===== config.mk =====
export PLATFORM = sky130hd
export DESIGN_NAME = cpu_control_seq
export DESIGN_NICKNAME = d
export VERILOG_FILES = /design/src/rtl/cpu_control_seq.sv
export SDC_FILE = /design/constraint.sdc
export NUM_CORES = 1
export LEC_CHECK = 0
export ABC_AREA = 1
export ABC_CLOCK_PERIOD_IN_PS = 4000
export CELL_PAD_IN_SITES_DETAIL_PLACEMENT = 0
export CELL_PAD_IN_SITES_GLOBAL_PLACEMENT = 1
export CORE_MARGIN = 2
export CORE_UTILIZATION = 28
export DETAILED_ROUTE_END_ITERATION = 16
export PLACE_DENSITY = 0.95
export SETUP_SLACK_MARGIN = 0.15
export SLEW_MARGIN = 20
export SYNTH_ARGS = -nofsm -noshare
export SYNTH_HDL_FRONTEND = slang
export SYNTH_SLANG_ARGS = --single-unit

===== constraint.sdc =====
create_clock -name clk -period 4 [get_ports clk]
set_input_delay 0.6 -clock clk [delete_from_list [all_inputs] [get_ports clk]]
set_output_delay 0.6 -clock clk [all_outputs]
set_load 0.02 [all_outputs]

===== src/rtl/cpu_control_seq.sv =====
// Hardwired Moore control sequencer: steps the single-bus datapath through fetch, decode and execute.
// Controls decode from the state register (plus IR opcode), so clr silences every strobe at once.
module cpu_control_seq #(
  parameter int MEM_TIMEOUT = 15,
  parameter int OP_W        = 5
) (
  input  logic        clk,
  input  logic        clr,
  input  logic [31:0] ir,
  input  logic        mem_ready,
  input  logic        stop,
  output logic        PCout,
  output logic        Zlowout,
  output logic        Zhighout,
  output logic        MDRout,
  output logic        Cout,
  output logic        BAout,
  output logic        PCin,
  output logic        IncPC,
  output logic        MARin,
  output logic        MDRin,
  output logic        IRin,
  output logic        Yin,
  output logic        Zin,
  output logic        HIin,
  output logic        LOin,
  output logic        Gra,
  output logic        Grb,
  output logic        Grc,
  output logic        Rin,
  output logic        Rout,
  output logic        Read,
  output logic        Write,
  output logic [4:0]  alu_op,
  output logic        run,
  output logic        illegal,
  output logic        mem_fault
);

  typedef enum logic [3:0] {
    S_RST, S_T0, S_T1, S_T2, S_T3, S_T4, S_T5, S_T6, S_T7, S_PAUSE, S_HALT
  } state_t;

  typedef enum logic [2:0] {
    C_ALU, C_ADDI, C_MUL, C_LD, C_ST, C_NOP, C_HALT, C_ILL
  } cls_t;

  localparam logic [OP_W-1:0] OP_OR   = OP_W'(3);
  localparam logic [OP_W-1:0] OP_ADDI = OP_W'(4);
  localparam logic [OP_W-1:0] OP_MUL  = OP_W'(5);
  localparam logic [OP_W-1:0] OP_LD   = OP_W'(6);
  localparam logic [OP_W-1:0] OP_ST   = OP_W'(7);
  localparam logic [OP_W-1:0] OP_NOP  = OP_W'(30);
  localparam logic [OP_W-1:0] OP_HALT = OP_W'(31);

  state_t          state_q, state_d;
  logic [7:0]      wait_cnt_q, wait_cnt_d;
  logic            illegal_q, illegal_d;
  logic            mem_fault_q, mem_fault_d;
  logic [OP_W-1:0] opcode;
  cls_t            cls;
  logic            boundary;
  logic            mem_wait;
  logic            unused_ir;

  assign opcode    = ir[31 -: OP_W];
  // Register fields and immediates are consumed by the datapath, not by the sequencer.
  assign unused_ir = ^ir[31-OP_W:0];
  assign illegal   = illegal_q;
  assign mem_fault = mem_fault_q;

  always_comb begin
    cls = C_ILL;
    if (opcode <= OP_OR)         cls = C_ALU;
    else if (opcode == OP_ADDI)  cls = C_ADDI;
    else if (opcode == OP_MUL)   cls = C_MUL;
    else if (opcode == OP_LD)    cls = C_LD;
    else if (opcode == OP_ST)    cls = C_ST;
    else if (opcode == OP_NOP)   cls = C_NOP;
    else if (opcode == OP_HALT)  cls = C_HALT;
  end

  always_comb begin
    state_d     = state_q;
    wait_cnt_d  = '0;
    illegal_d   = illegal_q;
    mem_fault_d = mem_fault_q;
    boundary    = 1'b0;
    mem_wait    = 1'b0;
    case (state_q)
      S_RST:   boundary = 1'b1;
      S_T0:    state_d = S_T1;
      S_T1: begin
        mem_wait = 1'b1;
        if (mem_ready) state_d = S_T2;
      end
      S_T2:    state_d = S_T3;
      S_T3: begin
        case (cls)
          C_NOP:  boundary = 1'b1;
          C_HALT: state_d = S_HALT;
          C_ILL: begin
            state_d   = S_HALT;
            illegal_d = 1'b1;
          end
          default: state_d = S_T4;
        endcase
      end
      S_T4:    state_d = S_T5;
      S_T5: begin
        if (cls == C_ALU || cls == C_ADDI) boundary = 1'b1;
        else                               state_d = S_T6;
      end
      S_T6: begin
        if (cls == C_LD) begin
          mem_wait = 1'b1;
          if (mem_ready) state_d = S_T7;
        end else if (cls == C_ST) begin
          state_d = S_T7;
        end else begin
          boundary = 1'b1;
        end
      end
      S_T7: begin
        if (cls == C_ST) begin
          mem_wait = 1'b1;
          if (mem_ready) boundary = 1'b1;
        end else begin
          boundary = 1'b1;
        end
      end
      S_PAUSE: boundary = 1'b1;
      S_HALT:  state_d = S_HALT;
      default: state_d = S_HALT;
    endcase
    // Every return to T0 passes through here, which is where a pause request is honoured.
    if (boundary) state_d = stop ? S_PAUSE : S_T0;
    if (mem_wait && !mem_ready) begin
      if (wait_cnt_q == 8'(MEM_TIMEOUT - 1)) begin
        state_d     = S_HALT;
        mem_fault_d = 1'b1;
      end else begin
        wait_cnt_d = wait_cnt_q + 8'd1;
      end
    end
  end

  always_ff @(posedge clk or negedge clr) begin
    if (!clr) begin
      state_q     <= S_RST;
      wait_cnt_q  <= '0;
      illegal_q   <= 1'b0;
      mem_fault_q <= 1'b0;
    end else begin
      state_q     <= state_d;
      wait_cnt_q  <= wait_cnt_d;
      illegal_q   <= illegal_d;
      mem_fault_q <= mem_fault_d;
    end
  end

  // T3 controls depend on the opcode that only lands in IR at the end of T2.
  always_comb begin
    {PCout, Zlowout, Zhighout, MDRout, Cout, BAout}        = '0;
    {PCin, IncPC, MARin, MDRin, IRin, Yin, Zin, HIin, LOin} = '0;
    {Gra, Grb, Grc, Rin, Rout, Read, Write}                 = '0;
    alu_op = '0;
    run    = 1'b0;
    case (state_q)
      S_T0: begin
        run = 1'b1; PCout = 1'b1; MARin = 1'b1; IncPC = 1'b1; Zin = 1'b1;
      end
      S_T1: begin
        run = 1'b1; Zlowout = 1'b1; PCin = 1'b1; Read = 1'b1; MDRin = 1'b1;
      end
      S_T2: begin
        run = 1'b1; MDRout = 1'b1; IRin = 1'b1;
      end
      S_T3: begin
        run = 1'b1;
        case (cls)
          C_ALU, C_ADDI: begin Grb = 1'b1; Rout = 1'b1; Yin = 1'b1; end
          C_MUL:         begin Gra = 1'b1; Rout = 1'b1; Yin = 1'b1; end
          C_LD, C_ST:    begin Grb = 1'b1; BAout = 1'b1; Yin = 1'b1; end
          default: ;
        endcase
      end
      S_T4: begin
        run = 1'b1;
        case (cls)
          C_ALU:   begin Grc = 1'b1; Rout = 1'b1; Zin = 1'b1; alu_op = 5'(opcode); end
          C_MUL:   begin Grb = 1'b1; Rout = 1'b1; Zin = 1'b1; alu_op = 5'(opcode); end
          C_ADDI, C_LD, C_ST: begin Cout = 1'b1; Zin = 1'b1; end
          default: ;
        endcase
      end
      S_T5: begin
        run = 1'b1;
        case (cls)
          C_ALU, C_ADDI: begin Zlowout = 1'b1; Gra = 1'b1; Rin = 1'b1; end
          C_MUL:         begin Zlowout = 1'b1; LOin = 1'b1; end
          C_LD, C_ST:    begin Zlowout = 1'b1; MARin = 1'b1; end
          default: ;
        endcase
      end
      S_T6: begin
        run = 1'b1;
        case (cls)
          C_MUL: begin Zhighout = 1'b1; HIin = 1'b1; end
          C_LD:  begin Read = 1'b1; MDRin = 1'b1; end
          C_ST:  begin Gra = 1'b1; Rout = 1'b1; MDRin = 1'b1; end
          default: ;
        endcase
      end
      S_T7: begin
        run = 1'b1;
        case (cls)
          C_LD:    begin MDRout = 1'b1; Gra = 1'b1; Rin = 1'b1; end
          C_ST:    Write = 1'b1;
          default: ;
        endcase
      end
      default: ;
    endcase
  end

endmodule


==> metrics.md <==
| Metric | Value |
|---|---|
| Outcome | completed |
| Synthesized cell area | roughly 0.0013 mm^2 |
| Initial antenna violation count | 0 |
| Clock Skews | 0.006058 ns |
| Flop2flop setup slack | between 2 and 2.5 ns |
| Multi-input gate area | ~770 um^2 |
| Number of inserted diodes | 0 |
| Synth area leaders | dfrtp_1 28%, nand2_1 13%, nor2_1 12% |
| Syn avg cell area | about 6.2 um^2 |
| Critical path class | input port to output pin |
| I/O pins | 66 |
| CP startpoint kind | input port |
| Clock Latency Late Sink | approximately 0.25 ns |
| GRT Overall Usage | 0.1344 |
| CTS tree | done |
| WL/cell | roughly 11 um |
| Pre-antenna DRT Iters | 4 |
| CP endpoint kind | output pin |
| H-tree depth | 1 |
| Area Overhead vs Synth | 35.83% |
| Worst Setup SP | ir[27] |
| Cell Area, Placed | approximately 0.0017 mm^2 |
| Worst r2r dst | state_q[2] |
| Final hold vios | 0 |
| Dpl hpwl | approximately 2600 um |
| Num CTS Buffers | 3 |
| Largest net degree at the start of global routing | 15 |
| GPL Wtd Cong | a little under 0.9 |
| Cell Rows | 24 |
| Final layout net count | 279 |
| Syn Inst Count | between 200 and 250 |
| FF/Latch Area | 350.3 um^2 |
| Setup_tns | 0 ns |
| Pins Over Slew Limit | 0 |
| Global-route wire length before repair | around 5600 um |
| Final Cell Area | 0.001722 mm^2 |
| Post-synth EDFFs | 0 |
| Tmin final | roughly 3.3 ns |
| Leakage power | between 0.0008 and 0.0009 uW |
| Cts repair resizes | 0 |
| Power per cell area | approximately 500 mW/mm^2 |
| CP Capture Point | Grc |
| Clock Tree Buf Depth | 2 |
| Max_cap viols | 0 |
| Yosys top cell by area | dfrtp_1 |
| RR Startpoint | state_q[2] |
| Final core occ | 0.3954 |
| DRC Markers | 0 |
| Class of the worst hold path | flip-flop to flip-flop |
| R2R cell count | 6 |
| RSZ-0062 raised after global routing | no |
| Clock transition at the registers of the reported paths | about 0.05 ns |
| Count of clock tree sinks | 14 |
| Slew @ Worst Pin | around 0.62 ns |
| Core area | between 0.004 and 0.005 mm^2 |
| Iteration-0 DRC Markers | approximately 100 |
| Post-CTS Hold Buffers | 0 |
| Tcrit/Tclk final | 0.8157 |
| Final ANT Viol Nets | 0 |
| Gr ovfl total | 0 |
| Sequential element share of the synthesized area | 0.2764 |
| WP data required | between 3 and 4 ns |
| Vias per Instance | approximately 4.6 |
| Post-CTS Setup Bufs | 0 |
| Initial Util | 0.2911 |
| Count leader, synth | nand2_1 |
| Die area | 0.005081 mm^2 |
| Share of cells above drive strength 1 | 0.08750 |
| Max Fanout on Critical Path | 5 |
| Yosys synthesis warning count | 0 |
| Ys async rst share | 1.000 |
| Distinct cells, synth | 28 |
| Die Y | roughly 70 um |
| Post-synth top area share | 0.2764 |
| Number of synthesized register bits | 14 |
| Primary FF master, synth | dfrtp_1 |
| Vias | approximately 1400 |
| CTS root buf | clkbuf_8 |
| Slew margin rel. | 0.5854 |
| Fmax | ~310 MHz |
| CP arrival | 2.66 ns |
| Vias in the first global route | 1245 |
| Final setup vio count | 0 |
| Peak VDD IR | roughly 220 uV |
| Post-Route WL | 3216 um |
| Die X | 71.28 um |
| Port bufs | 36 |
| Post-synth top cells | 44 x nand2_1, 39 x nor2_1, 32 x inv_1 |
| Fillers | ~470 |
==> logic make-up after synthesis <==
| group | Yosys count | share of synthesized area |
|---|---|---|
| simple gates | 126 | 0.4640 |
| buf+inv | 37 | 0.1214 |
| compound gates | 18 | 0.08096 |
| flops | 14 | 0.2764 |
| xor+xnor | 5 | 0.03455 |
| fa+ha+maj | 2 | 0.01974 |
| other cells | 1 | 0.002959 |
==> cell type report <==
class	count	area share
inverters	33	0.07195
clock buffers	4	0.03198
multi-input cells	153	0.4455
well taps	52	0.03779
flip-flops and latches	14	0.2035
repair buffers	36	0.2093
==> state kept, by name, indices dropped and copies added (netlist names) <==
register    cells
state_q         4
wait_cnt_q      8
mem_fault       1
illegal         1
==> critical path: stages <==
cell and delay (ns):
clkdlybuf4s50_1 0.53, inv_1 0.12, nor3_1 0.19, nand2_1 0.16, nand2_1 0.13, nand4_2 0.14
a21oi_1 0.17, clkdlybuf4s50_1 0.62
==> power breakdown <==
part           total (uW)  switching [uW]  internal (uW)
Sequential            201            32.0            169
Combinational         499             300            200
Clock                 139            51.9           87.2
==> how the worst min path moves through the flow <==
| stage | from | end | slack [ns] | cells past startpoint |
|---|---|---|---|---|
| 4_1_cts | wait_cnt_q[0] | wait_cnt_q[0] | 0.47 | 1 |
| 3_3_place_gp | mem_fault | mem_fault | 0.45 | 1 |
| 3_5_place_dp | mem_fault | mem_fault | 0.46 | 1 |
| 6_report | mem_fault | mem_fault | 0.47 | 1 |
| 2_1_floorplan | clr | illegal | 0.30 | 0 |
| 5_1_grt | wait_cnt_q[0] | wait_cnt_q[0] | 0.48 | 1 |
==> stage by stage <==
stage	setup slack, ns	hold slack [ns]	std cells	power [uW]
2_1_floorplan	1.783	0.3044	204	532.4
3_3_place_gp	0.7124	0.4527	288	704.0
3_5_place_dp	0.7152	0.4551	288	705.0
4_1_cts	0.7141	0.4691	292	846.3
5_1_grt	0.5503	0.4819	292	913.4
6_report	0.7372	0.4677	292	839.5
==> layout by cell type, fill, tap and decap left out, drive strengths merged, types with 2 or more instances in the layout <==
| master | Yosys | layout |
|---|---|---|
| o21ai | 8 | 8 |
| nand4 | 4 | 4 |
| ha | 2 | 2 |
| inv | 33 | 33 |
| nor3 | 3 | 3 |
| nor2 | 46 | 46 |
| conb | 1 | 2 |
| dfrtp | 14 | 14 |
| nand3b | 2 | 2 |
| xnor2 | 4 | 4 |
| clkdlybuf4s50 | 0 | 36 |
| nand2 | 48 | 48 |
| clkbuf | 0 | 4 |
| a21oi | 5 | 5 |
| nand3 | 22 | 22 |
==> layer usage <==
layer | global-route usage | share of wire | vias up
met3 | 0.01266 | 0.049 | 5
met5 | 0 | 0 | -
met1 | 0.1871 | 0.48 | 605
met2 | 0.2263 | 0.46 | 33
met4 | 0.03145 | 0.011 | 0
li1 | - | - | 708
(Power assumes the default switching activity.)
==> edit, RTL diff (config.mk and constraints unchanged) <==
`OP_W`: 5 -> 10.
--- a/src/rtl/cpu_control_seq.sv
+++ b/src/rtl/cpu_control_seq.sv
@@ -3,5 +3,5 @@
 module cpu_control_seq #(
   parameter int MEM_TIMEOUT = 15,
-  parameter int OP_W        = 5
+  parameter int OP_W        = 10
 ) (
   input  logic        clk,
Formal check against the unedited RTL: not equivalent (Yosys sat finds a counterexample within 10 cycles, from zero or initial values).
==> edit against the unedited design <==
- total power fell by 7.7%
- sequential cell count did not move
- wire length rose by 18%
- die area rose by 11%
- clock skew fell by 0.0032 ns
- area after synthesis rose by 11%
- cell area rose by 12%
- worst setup slack got worse by 0.18 ns
- largest cell class unchanged
==> edit: results <==
[clock_network]
cts_root_buf = clkbuf_8
cts.clk_slew.worst_paths_ns = 0.06
clk-insertion-delay-late_ns = 0.25
post_cts_buffers = 0
cts_resized = 0
postCtsHoldBufs = 0
cts_max_level = 1
cts_max_path_buffers = 2
cts_buffers = 3

[worst_setup_path]
critical_path_arrival_ns = 2.85
crit_slowest_cell = clkdlybuf4s50_1
cp_max_fo = 6
max_stage_delay_ns = 0.61
crit_type = primary input to output pin

[placement]
portBuffers = 41
placed_area_sq_mm = 0.001879
place_congestion = 0.8981
dp_hpwl_um = 3110

[logic_synthesis]
synth_area_leaders = dfrtp_1, nand2_1, nor2_1, inv_1, nand3_1
seq_area_frac_synth_pct = 24.82
synth_common_cells = nand2_1, nor2_1, inv_1
async_reset_ff_share_pct = 100.0
synth_cell_types = 32
ys.warnings.count = 0

[layout]
final_layout_size_suffix_gt1_share_pct = 12.60
fin_nets = 301
fillers = 527
largestRegisters = wait_cnt_q: 8 flops, state_q: 4 flops
n_antenna_cell = 0

[timing]
skew_ns = 0.002836
tightest_slew_ns = 0.6283

[global_routing]
grt_antenna_before_repair = 0
grt_max_degree = 15
grt_pass1_wl_um = 6044
track_usage_pct = 13.72
grt_pass1_vias = 1315

[worst_hold_path]
hp-class = flop to flop

[routing]
drt-total-wl_um = 3789
num_vias = 1483
drtIter0Drc = 94
dr.pass1.iters = 4

[floorplanning]
fp.dieArea_sq_mm = 0.005624

[outcome]
status = completed

[pwr]
ir_worst_vdd_uv = 187.7
p_leak_uw = 0.0009143
[edit: cell types whose count changed after synthesis, sizes merged, moves of 3 or more]
cell / unedited run / this run
nand3: 22 / 26
nand4: 4 / 10
inv: 33 / 40
o21ai: 8 / 5
nand2: 48 / 45
[edit: worst paths after layout]
| kind | startpoint | end | slack, ns | cells past startpoint |
|---|---|---|---|---|
| hold / removal | mem_fault | mem_fault | 0.46 | 1 |
| max in group asynchronous | clr | wait_cnt_q[2] | 2.85 | 1 |
| hold reg to reg | mem_fault | mem_fault | 0.46 | 1 |
| setup / recovery | ir[23] | Grc | 0.55 | 11 |
| min in group asynchronous | clr | wait_cnt_q[5] | 0.74 | 1 |
| setup reg to reg | state_q[2] | state_q[2] | 2.31 | 10 |
[edit: per-stage QoR]
| step | power (uW) | setup slack, ns | cells | hold slack, ns |
|---|---|---|---|---|
| floorplan | 479.2 | 1.594 | 221 | 0.3044 |
| global placement | 634.5 | 0.5962 | 325 | 0.4472 |
| detailed placement | 637.7 | 0.5868 | 325 | 0.4506 |
| CTS | 777.1 | 0.5899 | 329 | 0.4658 |
| global route | 832.1 | 0.3816 | 329 | 0.4865 |
| finish | 775.1 | 0.5535 | 329 | 0.4636 |
[edit: critical path, delay by kind of cell]
| family | cells | cell delay (ns) |
|---|---|---|
| AND/OR/NAND/NOR | 8 | 0.97 |
| buffers and inverters | 3 | 1.26 |
[edit: area by class of cell]
class / count / area (sq um) / share of cell area [%]
multi-input combinational: 163 / 884.6 / 45.73
timing repair buffer: 41 / 410.4 / 21.22
sequential: 14 / 350.3 / 18.11
inverter: 40 / 150.1 / 7.762
clock buffer: 4 / 55.05 / 2.846
tap: 67 / 83.83 / 4.334
[edit: kinds of logic after synthesis]
group                    after synthesis  share of synthesized area, %
other                                  1                        0.2657
adder cells (fa/ha/maj)                2                         1.773
buffers and inverters                 44                         12.77
AND/OR/NAND/NOR                      140                         50.98
XOR/XNOR                               5                         3.103
flip-flops                            14                         24.82
AO/OA/AOI/OAI                         14                         6.294
[edit: metal layers]
metal	track usage (%)	routed length, um	vias to the layer above
li1	-	-	785
met1	19.85	1843	659
met2	21.54	1742	35
met3	2.142	166	4
met4	2.976	37	0
met5	0	0	-
[edit: where the power goes]
part,switching [uW],internal (uW)
Sequential,16.2,163
Clock,50.8,87.2
Combinational,278,180
Total,345,430
